### src/rtl/mmio_region_bus.sv
// mmio_region_bus: base/mask-decoded CPU-to-device bus with per-region read latency,
// write protection and trapping of unmapped/protected accesses into a status register.
module mmio_region_bus #(
    parameter int NUM_REGIONS = 8,
    parameter int ADDR_W = 16,
    parameter int DATA_W = 16,
    parameter logic [NUM_REGIONS*ADDR_W-1:0] REGION_BASE = {16'h7000, 16'h6000, 16'h5000, 16'h4000,
                                                            16'h3000, 16'h2000, 16'h1000, 16'h0000},
    parameter logic [NUM_REGIONS*ADDR_W-1:0] REGION_MASK = {NUM_REGIONS{16'h0FFF}},
    parameter logic [NUM_REGIONS*2-1:0] REGION_LAT = {NUM_REGIONS{2'd1}},
    parameter logic [NUM_REGIONS-1:0] REGION_WP = '0,
    parameter logic [ADDR_W-1:0] STATUS_ADDR = 16'h48FF
) (
    input  logic                          clk,
    input  logic                          rst,
    input  logic [ADDR_W-1:0]             cpu_addr,
    input  logic                          cpu_req,
    input  logic                          cpu_we,
    input  logic [DATA_W-1:0]             cpu_wdata,
    output logic [DATA_W-1:0]             cpu_rdata,
    output logic                          cpu_ready,
    output logic                          cpu_err,
    output logic [NUM_REGIONS-1:0]        dev_sel,
    output logic [ADDR_W-1:0]             dev_addr,
    output logic                          dev_we,
    output logic [DATA_W-1:0]             dev_wdata,
    input  logic [NUM_REGIONS*DATA_W-1:0] dev_rdata
);
    typedef enum logic [1:0] {IDLE, ACCESS, DONE} state_t;
    state_t state;
    logic [1:0] lat_cnt;
    logic we_q, bad_q, stat_q;
    logic [ADDR_W-1:0] addr_q, err_addr;
    logic [7:0] err_cnt;
    logic hit, hit_wp, is_stat, bad, good;
    logic [1:0] hit_lat;
    logic [ADDR_W-1:0] hit_mask;
    logic [NUM_REGIONS-1:0] hit_sel;
    logic [DATA_W-1:0] sel_rdata, status_word;
    // Descending scan so the lowest matching index wins on overlap.
    always_comb begin
        hit = 1'b0;
        hit_wp = 1'b0;
        hit_lat = 2'd1;
        hit_mask = '0;
        hit_sel = '0;
        sel_rdata = '0;
        for (int i = NUM_REGIONS - 1; i >= 0; i--) begin
            if ((cpu_addr & ~REGION_MASK[i*ADDR_W +: ADDR_W]) == REGION_BASE[i*ADDR_W +: ADDR_W]) begin
                hit = 1'b1;
                hit_wp = REGION_WP[i];
                hit_lat = REGION_LAT[i*2 +: 2];
                hit_mask = REGION_MASK[i*ADDR_W +: ADDR_W];
                hit_sel = '0;
                hit_sel[i] = 1'b1;
            end
            sel_rdata = sel_rdata | (dev_sel[i] ? dev_rdata[i*DATA_W +: DATA_W] : '0);
        end
    end
    assign is_stat = cpu_addr == STATUS_ADDR;
    assign bad = !is_stat && (!hit || (cpu_we && hit_wp));
    assign good = !is_stat && !bad;
    assign status_word = DATA_W'({err_cnt, 8'h00});
    always_ff @(posedge clk) begin
        if (!rst) begin
            state <= IDLE;
            lat_cnt <= '0;
            we_q <= 1'b0;
            bad_q <= 1'b0;
            stat_q <= 1'b0;
            addr_q <= '0;
            err_addr <= '0;
            err_cnt <= '0;
            cpu_rdata <= '0;
            cpu_ready <= 1'b0;
            cpu_err <= 1'b0;
            dev_sel <= '0;
            dev_addr <= '0;
            dev_we <= 1'b0;
            dev_wdata <= '0;
        end else begin
            cpu_ready <= 1'b0;
            cpu_err <= 1'b0;
            dev_we <= 1'b0;
            case (state)
                IDLE: if (cpu_req) begin
                    state <= ACCESS;
                    we_q <= cpu_we;
                    bad_q <= bad;
                    stat_q <= is_stat;
                    addr_q <= cpu_addr;
                    lat_cnt <= hit_lat == 2'd0 ? 2'd1 : hit_lat;
                    dev_sel <= good ? hit_sel : '0;
                    dev_addr <= good ? cpu_addr & hit_mask : '0;
                    dev_we <= good && cpu_we;
                    dev_wdata <= cpu_wdata;
                end
                ACCESS: if (we_q || bad_q || stat_q || lat_cnt == 2'd1) begin
                    state <= DONE;
                    cpu_ready <= 1'b1;
                    cpu_err <= bad_q;
                    dev_sel <= '0;
                    cpu_rdata <= stat_q ? status_word : (bad_q || we_q) ? '0 : sel_rdata;
                    if (bad_q) begin
                        err_addr <= addr_q;
                        if (err_cnt != 8'hFF) err_cnt <= err_cnt + 8'd1;
                    end else if (stat_q && we_q) begin
                        err_cnt <= '0;
                    end
                end else begin
                    lat_cnt <= lat_cnt - 2'd1;
                end
                default: state <= IDLE;
            endcase
        end
    end
    // Status accesses never trap, so a recorded fault address can never be the status address.
    always_ff @(posedge clk)
        if (rst) assert (err_cnt == 8'd0 || err_addr != STATUS_ADDR);
endmodule

### config.mk
export PLATFORM = sky130hd
export DESIGN_NAME = mmio_region_bus
export DESIGN_NICKNAME = d
export VERILOG_FILES = /design/src/rtl/mmio_region_bus.sv
export SDC_FILE = /design/constraint.sdc
export NUM_CORES = 1
export LEC_CHECK = 0
export BUFFER_PORTS_ARGS = -buffer_cell sky130_fd_sc_hd__buf_2
export CELL_PAD_IN_SITES_DETAIL_PLACEMENT = 2
export CELL_PAD_IN_SITES_GLOBAL_PLACEMENT = 2
export CORE_MARGIN = 3
export CORE_UTILIZATION = 20
export CTS_BUF_LIST = sky130_fd_sc_hd__clkbuf_4 sky130_fd_sc_hd__clkbuf_8
export DETAILED_ROUTE_END_ITERATION = 7
export PLACE_DENSITY = 0.78
export SYNTH_ARGS = -nofsm -noshare
export SYNTH_HDL_FRONTEND = slang
export SYNTH_SLANG_ARGS = --single-unit
### constraint.sdc
create_clock -name clk -period 1.6 [get_ports clk]
set_clock_uncertainty 0.05 [all_clocks]
set_input_delay 0.16 -clock clk [delete_from_list [all_inputs] [get_ports clk]]
set_output_delay 0.16 -clock clk [all_outputs]
set_load 0.005 [all_outputs]
# --- After elaboration in Yosys (flattened, before gate mapping) ---
# Cells that the tools add are included.
# Widths: inputs -> output; s select.
op_classes:
  add_sub_neg: 2
  n_eq_ne: 15
  muxes: 48
  bitwise_logic: 8
  n_reduce_logical: 23
ops:
  columns: ["operator", "n"]
  rows:
  - ["$mux 16", 16]
  - ["$mux 8", 14]
  - ["$or 16x16->16", 7]
  - ["$mux 12", 3]
  - ["$and 16x16->16", 1]
  - ["$eq 16x15->1 const B", 1]
  - ["$eq 4x3->1 const B", 4]
  - ["$logic_not 16->1", 1]
  - ["$pmux 8 s2", 1]
  - ["$reduce_and 3->1", 4]
  - ["$mux 1", 9]
  - ["$add 8x1->8 const B", 1]
  - ["$eq 4x2->1 const B", 2]
  - ["$ne 8x8->1 const B", 1]
  - ["$pmux 2 s2", 2]
  - ["$reduce_and 2->1", 4]
  - ["$mux 2", 3]
  - ["$ne 2x2->1 const B", 3]
  - ["$eq 2x1->1 const B", 2]
  - ["$eq 4x1->1 const B", 1]
  - ["$logic_and 1x1->1", 4]
  - ["$reduce_and 4->1", 1]
  - ["$reduce_bool 2->1", 2]
  - ["$logic_not 1->1", 3]
  - ["other kinds (4)", 6]
word_totals:
  ff_bits: 74
  in_bits: 164
  out_inout_bits: 59
  elab_cells: 109

# --- Depth between registers and ports, before layout ---
# Gate-level depths: netlist of the first run.
depth:
  depth_word: 16
  ltp_mapped: 7
  depth_no_buf: 6

# --- Least setup slack after synthesis of the first run ---
# Ideal clock, no wire load.
synth_path:
  path_type: "flip-flop to flip-flop"
  from: "register err_cnt[0]"
  to: "register err_cnt[5]"
  setup_ps: 123
  arrival_time_ps: 1518
  t_required_ps: 1427
  path_slack_ps: -91
  stages_incl_launch_ff: 7
  n_path_buf: 1
  synth_period_minus_slack_ps: 1691
  path_cell_list: "dfxtp_1 > ha_1 > nand2_1 > o31ai_1 > clkbuf_1 > nor4_1 > mux2_1"
synth_between:
  elab_chain_cells: 3
  elab_cells_between_ends: 6
  cone_classes: "add/sub: 1; eq/ne: 2; mux: 2; reduce/logical: 1"
synth_rtl:
  columns: ["item", "line", "source"]
  rows:
  - ["start, declared", "34", "logic [7:0] err_cnt;"]
  - ["start signal, assigned", "106", "if (err_cnt != 8'hFF) err_cnt <= err_cnt + 8'd1;"]
  - ["$add 8x1->8 / $ne 8x8->1 (equally long branches)", "106", null]
  - ["$mux 8 / $ne 2x1->1 (equally long branches)", null, null]
  - ["$mux 8 / $reduce_and 4->1 (equally long branches)", null, null]
# Several ways; a longest one is shown, not always the timed one. The select of a mux whose other input is x is not followed.
# A chain may end at the register's enable or synchronous reset.

# --- Final worst setup path of the first run ---
layout_path:
  from: "register err_cnt[1]"
  to: "register err_cnt[7]"
# The elaborated chain is that of the path after synthesis.

==> flow_metrics.tcl, run 1 <==
set metrics [dict create \
    gp_congestion 0.781 \
    cts_buffers 9 \
    die-area_um2 18400 \
    drt-pass1-iter-count 4 \
    synth_area_leader_cell "dfxtp_1" \
    synth_area_leaders "dfxtp_1 42%, a22oi_1 16%, nand2_1 5.0%" \
    post-route-min-period_ns 1.76 \
    tightest_slew_ns 0.557 \
    start_util_pct 20.8 \
    clock-sinks 70 \
    grt_overflow 0 \
    ctsHtreeMaxLevel 3 \
    io_pins 223 \
    ys_ff_latch 70 \
    avgSynthCellArea_um2 8.51 \
    worst_setup_path_start_kind "flip-flop" \
    crit_fanout 3 \
    ant_nets 0 \
    crit_arrival_ns 1.95 \
    rsz0062_at_grt "true" \
    antenna_found_initial 0 \
    core_area_um2 16200 \
    crit_chain "ha_2 > and4_1 > a211o_1 > buf_4 > o21ai_0 > a21oi_2" \
    whs_ns 0.123 \
    critPathCaptureType "flip-flop" \
    timing.rr.start "err_cnt[1]" \
    power_leakage_nw 2.66 \
    synth_commonest_cells "72 x a22oi_1, 70 x dfxtp_1, 45 x nand2_1" \
    ys_types 44 \
    dp_hpwl_um 13200 \
    power.density_nw_per_um2 741 \
    drive_above_1_share_pct 52.4 \
    slowest_stage "dfxtp_2" \
    clk_pin_slew_ns 0.07 \
    min_path_type "input pin to flip-flop" \
    total_power_mw 4.41 \
    grt_first_pass_wirelength_um 27700 \
    cp.required_ns 1.79 \
    path_class "flip-flop to flip-flop" \
    cts_tree "done" \
    ys.flop_type "dfxtp_1" \
    drc 0 \
    grt_pass1_vias 5040 \
    critical_path.max_stage_delay_ns 0.33 \
    finalMaxSlewViolations 0 \
    ir_worst_vdd_mv 0.327 \
    grt_use_total_pct 19.1 \
    synth_area_um2 3360 \
    status "finished with violations" \
    die_x_um 136 \
    insertion_delay_ns 0.36 \
    r2r_cells 6 \
    die_h_um 136 \
    yosysMostFrequentCell "a22oi_1" \
    routed_wl_um 18900 \
    fin_crit_sh_pct 110 \
    min_to "dev_sel[2]" \
    reg2reg_to "err_cnt[7]" \
    antenna_cells 0 \
    violations "setup timing" \
    numPortBuffers 218 \
    reg2reg_slack_ns -0.16 \
    root_buffer "clkbuf_8" \
    hp-start "cpu_addr[12]" \
    vias_per_cell 4.99 \
    area_growth_pct 76.7 \
    layout_setup_ws_ns -0.163 \
    hold_viol 0 \
    synth_edf_count 0 \
    num-nets-final 851 \
    clock_path_buffers 2 \
    synth-seq-area-share_pct 41.7 \
    ys_warn_count 0 \
    synth_top_cell_area_share_pct 41.7 \
    tns_ns -1.17 \
    num_rows 46 \
    slew_headroom_pct 62.8 \
    clock.fmax_mhz 567 \
    synth-async-reset-ratio_pct 0 \
    synthCells 395 \
    setup_viol 23 \
    vias 4519 \
    grt_max_degree 23 \
    drv_cap 0 \
    drtIter0Drc 131 \
    hold_depth 3 \
    routedWlPerCell_um 20.8 \
]
==> worst max-delay path: cells and delay by family (launching register included) <==
kind | cells | cell delay, ns
AO/OA/AOI/OAI | 3 | 0.71
flip-flops | 1 | 0.33
AND/OR/NAND/NOR | 1 | 0.21
adder cells (fa/ha/maj) | 1 | 0.20
buffers and inverters | 1 | 0.15
==> stage by stage <==
step | setup WS (ns) | cell area [um2] | std cells | utilization (%)
final | -0.163 | 5940 | 905 | 36.8
after global routing | -0.202 | 5940 | 905 | 36.8
after CTS | -0.0747 | 5670 | 898 | 35.1
after detailed placement | -0.271 | 5000 | 847 | 30.9
after global placement | -0.147 | 5000 | 847 | 30.9
after floorplan | 0.00516 | 3390 | 398 | -
==> cell families after synthesis <==
| group | after synthesis | synth area share [%] |
|---|---|---|
| AO/OA/AOI/OAI | 142 | 30.4 |
| adder cells (fa/ha/maj) | 2 | 0.744 |
| buffers and inverters | 47 | 6.18 |
| flip-flops | 70 | 41.7 |
| multiplexers | 2 | 0.632 |
| other | 1 | 0.112 |
| AND/OR/NAND/NOR | 131 | 20.3 |
==> metal layers <==
| layer | global-route usage, % | vias up | share of wire, % |
|---|---|---|---|
| met3 | 4.90 | 21 | 7.4 |
| met5 | 0 | - | 0 |
| met1 | 20.6 | 2224 | 38 |
| met4 | 5.32 | 0 | 1.7 |
| li1 | - | 2089 | - |
| met2 | 36.6 | 185 | 53 |
==> state kept, by name, summed over array words and instances, names as in the netlist, 2 cells and up <==
register,flops
cpu_rdata,16
dev_wdata,16
dev_addr,12
dev_sel,8
err_cnt,8
lat_cnt,2
state,2
==> final cells by class <==
class                           instances  area (um2)
Fill cell                            1837       10200
Multi-Input combinational cell        281        2030
Timing Repair Buffer                  314        1980
Sequential cell                        70        1420
Tap cell                              216         270
Clock buffer                            9         124
Clock inverter                          6        87.6
Inverter                                9        33.8
==> placed cells by master, fill, tap and decap left out, types with 7 or more instances in the layout <==
| cell type | count |
|---|---|
| and3_1 | 8 |
| a21oi_2 | 8 |
| buf_2 | 218 |
| a21oi_1 | 19 |
| nor2_1 | 25 |
| buf_4 | 49 |
| dfxtp_1 | 61 |
| inv_1 | 8 |
| clkbuf_8 | 9 |
| dfxtp_2 | 7 |
| dlygate4sd3_1 | 29 |
| nand4_1 | 17 |
| a22oi_1 | 65 |
| nand2_1 | 45 |
| buf_6 | 14 |
| a221oi_2 | 8 |
| a22oi_2 | 7 |
| a22o_1 | 13 |
==> report_power, final <==
group	leakage (nW)	switching (mW)	internal, mW	total, mW
sequential	0.573	0.0475	1.80	1.85
combinational	1.97	0.473	0.490	0.964
clock	0.109	0.723	0.869	1.59
==> worst max path at each step <==
stage	from	end
floorplan	err_cnt[1]	err_cnt[6]
global placement	state[0]	dev_addr[6]
finish	err_cnt[1]	err_cnt[7]
detailed placement	state[0]	dev_addr[5]
global route	err_cnt[1]	err_cnt[7]
CTS	state[1]	err_cnt[7]
==> what timing repair did <==
item                                   4_1_cts  5_1_grt
setup endpoints to repair                   44       50
resized for setup                           27       52
gates cloned                                 1        1
hold buffers                                29        0
endpoints found under the hold margin       30        0
pin swaps                                    8       42
buffers inserted                             6        6
No activity file was read; power rests on OpenSTA's default activity.
==> run 2, diff against run 1 <==
Settings changed: CORE_UTILIZATION 20 to 22, PLACE_DENSITY 0.78 to unset, PLACE_DENSITY_LB_ADDON set to 0.1.
Clock period 1.6 ns to 1.65 ns, I/O delays scaled along.
==> run 2 against run 1 <==
The flow still finishes with violations (setup timing). Worst hold slack lost 0.012 ns. Flip-flop and latch count is the same. Critical path depth did not move. Sequential power is 3% lower. Clock power decreased by 8%. Global-route usage increased by 0.88 points.
==> flow_metrics.tcl, run 2 (synthesis gave the netlist of run 1 again) <==
set metrics [dict create \
    status "finished with violations" \
    violations "setup timing" \
    drtIter0Drc 178 \
    drv_cap 0 \
    fin_crit_sh_pct 103 \
    num-nets-final 837 \
    io_pins 223 \
    r2r_cells 6 \
    crit_arrival_ns 1.95 \
    fin_util_pct 38.1 \
    drc 0 \
    crit_fanout 2 \
    p_int_mw 2.95 \
    path_class "flip-flop to flip-flop" \
    crit_family "simple AND/OR/NAND/NOR gates" \
    ctsHtreeMaxLevel 3 \
    reg2reg_slack_ns -0.06 \
    area_growth_pct 67.3 \
    layout_setup_ws_ns -0.0556 \
    grt_use_total_pct 20.0 \
    crit_buf_inv 1 \
    share_comb_of_total_power_pct 19.7 \
    clock.fmax_mhz 586 \
    netSwitchingFraction_pct 27.1 \
    numPortBuffers 218 \
    tns_ns -0.0823 \
    die-area_um2 16800 \
    setup.worst_path.end "err_cnt[7]" \
    reg2reg_to "err_cnt[7]" \
    reg_top3 "cpu_rdata x16, dev_wdata x16, dev_addr x12" \
    finalMaxSlewViolations 0 \
    slowest_stage "or4_4" \
    crit_cells 6 \
    vias_per_cell 5.05 \
    cts_tree "done" \
    power_leakage_nw 2.57 \
    critPathLaunch "lat_cnt[1]" \
    grt_overflow 0 \
    routed_wl_um 17200 \
    grt_first_pass_wirelength_um 26100 \
    routedWlPerCell_um 20.0 \
    mostFrequentLayoutCell "buf_2" \
    num_rows 44 \
    setup_viol 2 \
    vias 4350 \
    cp.required_ns 1.89 \
    grt_pass1_vias 4865 \
    clock-sinks 70 \
    gp_congestion 0.802 \
    ir_worst_vdd_mv 0.397 \
    cts_buffers 9 \
    grt_max_degree 23 \
    min_path_type "input pin to flip-flop" \
    root_buffer "clkbuf_8" \
    antenna_found_initial 1 \
    start_util_pct 22.8 \
    die_h_um 130 \
    hold_viol 0 \
    critical_path.max_stage_delay_ns 0.53 \
    slew_headroom_pct 65.8 \
    total_power_mw 4.05 \
    drt-pass1-iter-count 4 \
    insertion_delay_ns 0.35 \
    critPathCaptureType "flip-flop" \
    core_area_um2 14800 \
    clk_pin_slew_ns 0.08 \
    die_x_um 130 \
    crit_chain "inv_2 > ha_4 > nor4_2 > or4_4 > or3_4 > a21oi_2" \
    clock_power_share_pct 36.0 \
    post-route-min-period_ns 1.71 \
    final_cell_mix "216 x buf_2, 72 x a22oi_1, 62 x dfxtp_1" \
    seqPwrFrac_pct 44.3 \
    post-place-ws_ns -0.171 \
    worst_setup_path_start_kind "flip-flop" \
    clock_path_buffers 2 \
    tightest_slew_ns 0.512 \
    dp_hpwl_um 13100 \
    power.density_nw_per_um2 719 \
    rsz0062_at_grt "true" \
    p_sw_mw 1.10 \
    whs_ns 0.111 \
    drive_above_1_share_pct 48.4 \
    ant_nets 0 \
    timing.rr.start "lat_cnt[1]" \
]
==> run 2: changes by cell type in the layout (fill, tap and decap cells not counted), moves of 7 or more <==
cell | previous run | this run
a221oi_2 | 8 | 0
a22oi_2 | 7 | 0
a221oi_1 | 0 | 8
buf_6 | 14 | 2
a22oi_1 | 65 | 72
==> run 2: final cells by class <==
class	instances	area, um2
fill	1712	9130
multi-input combinational	281	1900
antenna	1	2.50
timing repair buffer	300	1840
sequential	70	1410
tap	184	230
inverter	9	33.8
clock inverter	3	43.8
clock buffer	13	160
==> run 2: worst register-to-register path, delay by kind of cell, from the launching register on <==
family	cells	cell delay (ns)
and+or+nand+nor	3	0.95
DFF	1	0.32
adders and majority gates	1	0.14
AOI/OAI and AO/OA	1	0.13
buffers and inverters	1	0.07
==> run 2: worst min-delay path by stage <==
stage          slack [ns]         start  cells past startpoint     endpoint
3_3_place_gp         0.34   cpu_addr[9]                      2  dev_addr[9]
6_report             0.11  cpu_addr[12]                      3   dev_sel[2]
5_1_grt              0.12  cpu_addr[12]                      3   dev_sel[2]
3_5_place_dp         0.35   cpu_addr[9]                      2  dev_addr[9]
4_1_cts               0.1  cpu_addr[12]                      3   dev_sel[2]
2_1_floorplan        0.21  cpu_addr[12]                      1   dev_sel[2]
==> run 2: metrics by stage <==
step                      cell area, um2  cells
after floorplan                     3380    398
after global placement              4980    816
after detailed placement            4980    816
after CTS                           5500    861
after global routing                5630    861
final                               5630    861
==> run 2: power groups by stage <==
stage	clock (mW)	sequential, mW	combinational, mW
after CTS	1.52	1.79	0.773
after detailed placement	0	1.83	0.711
final	1.46	1.79	0.797
after global placement	0	1.82	0.690
after global routing	1.61	1.80	0.880
after floorplan	0	1.83	0.264
==> run 2: what timing repair did <==
action / in CTS / in global routing
pin swaps: 2 / 9
gates resized for setup: 8 / 30
hold endpoints to repair: 29 / 0
hold buffers: 29 / 0
setup buffers: 0 / 1
setup endpoints to repair: 20 / 41
==> run 2: metal layers <==
layer	vias up	part of all wire (%)	global-route usage, %
met1	2115	39	20.9
li1	2049	-	-
met2	166	53	38.9
met5	-	0	0
met3	20	6.3	4.53
met4	0	1.9	6.85
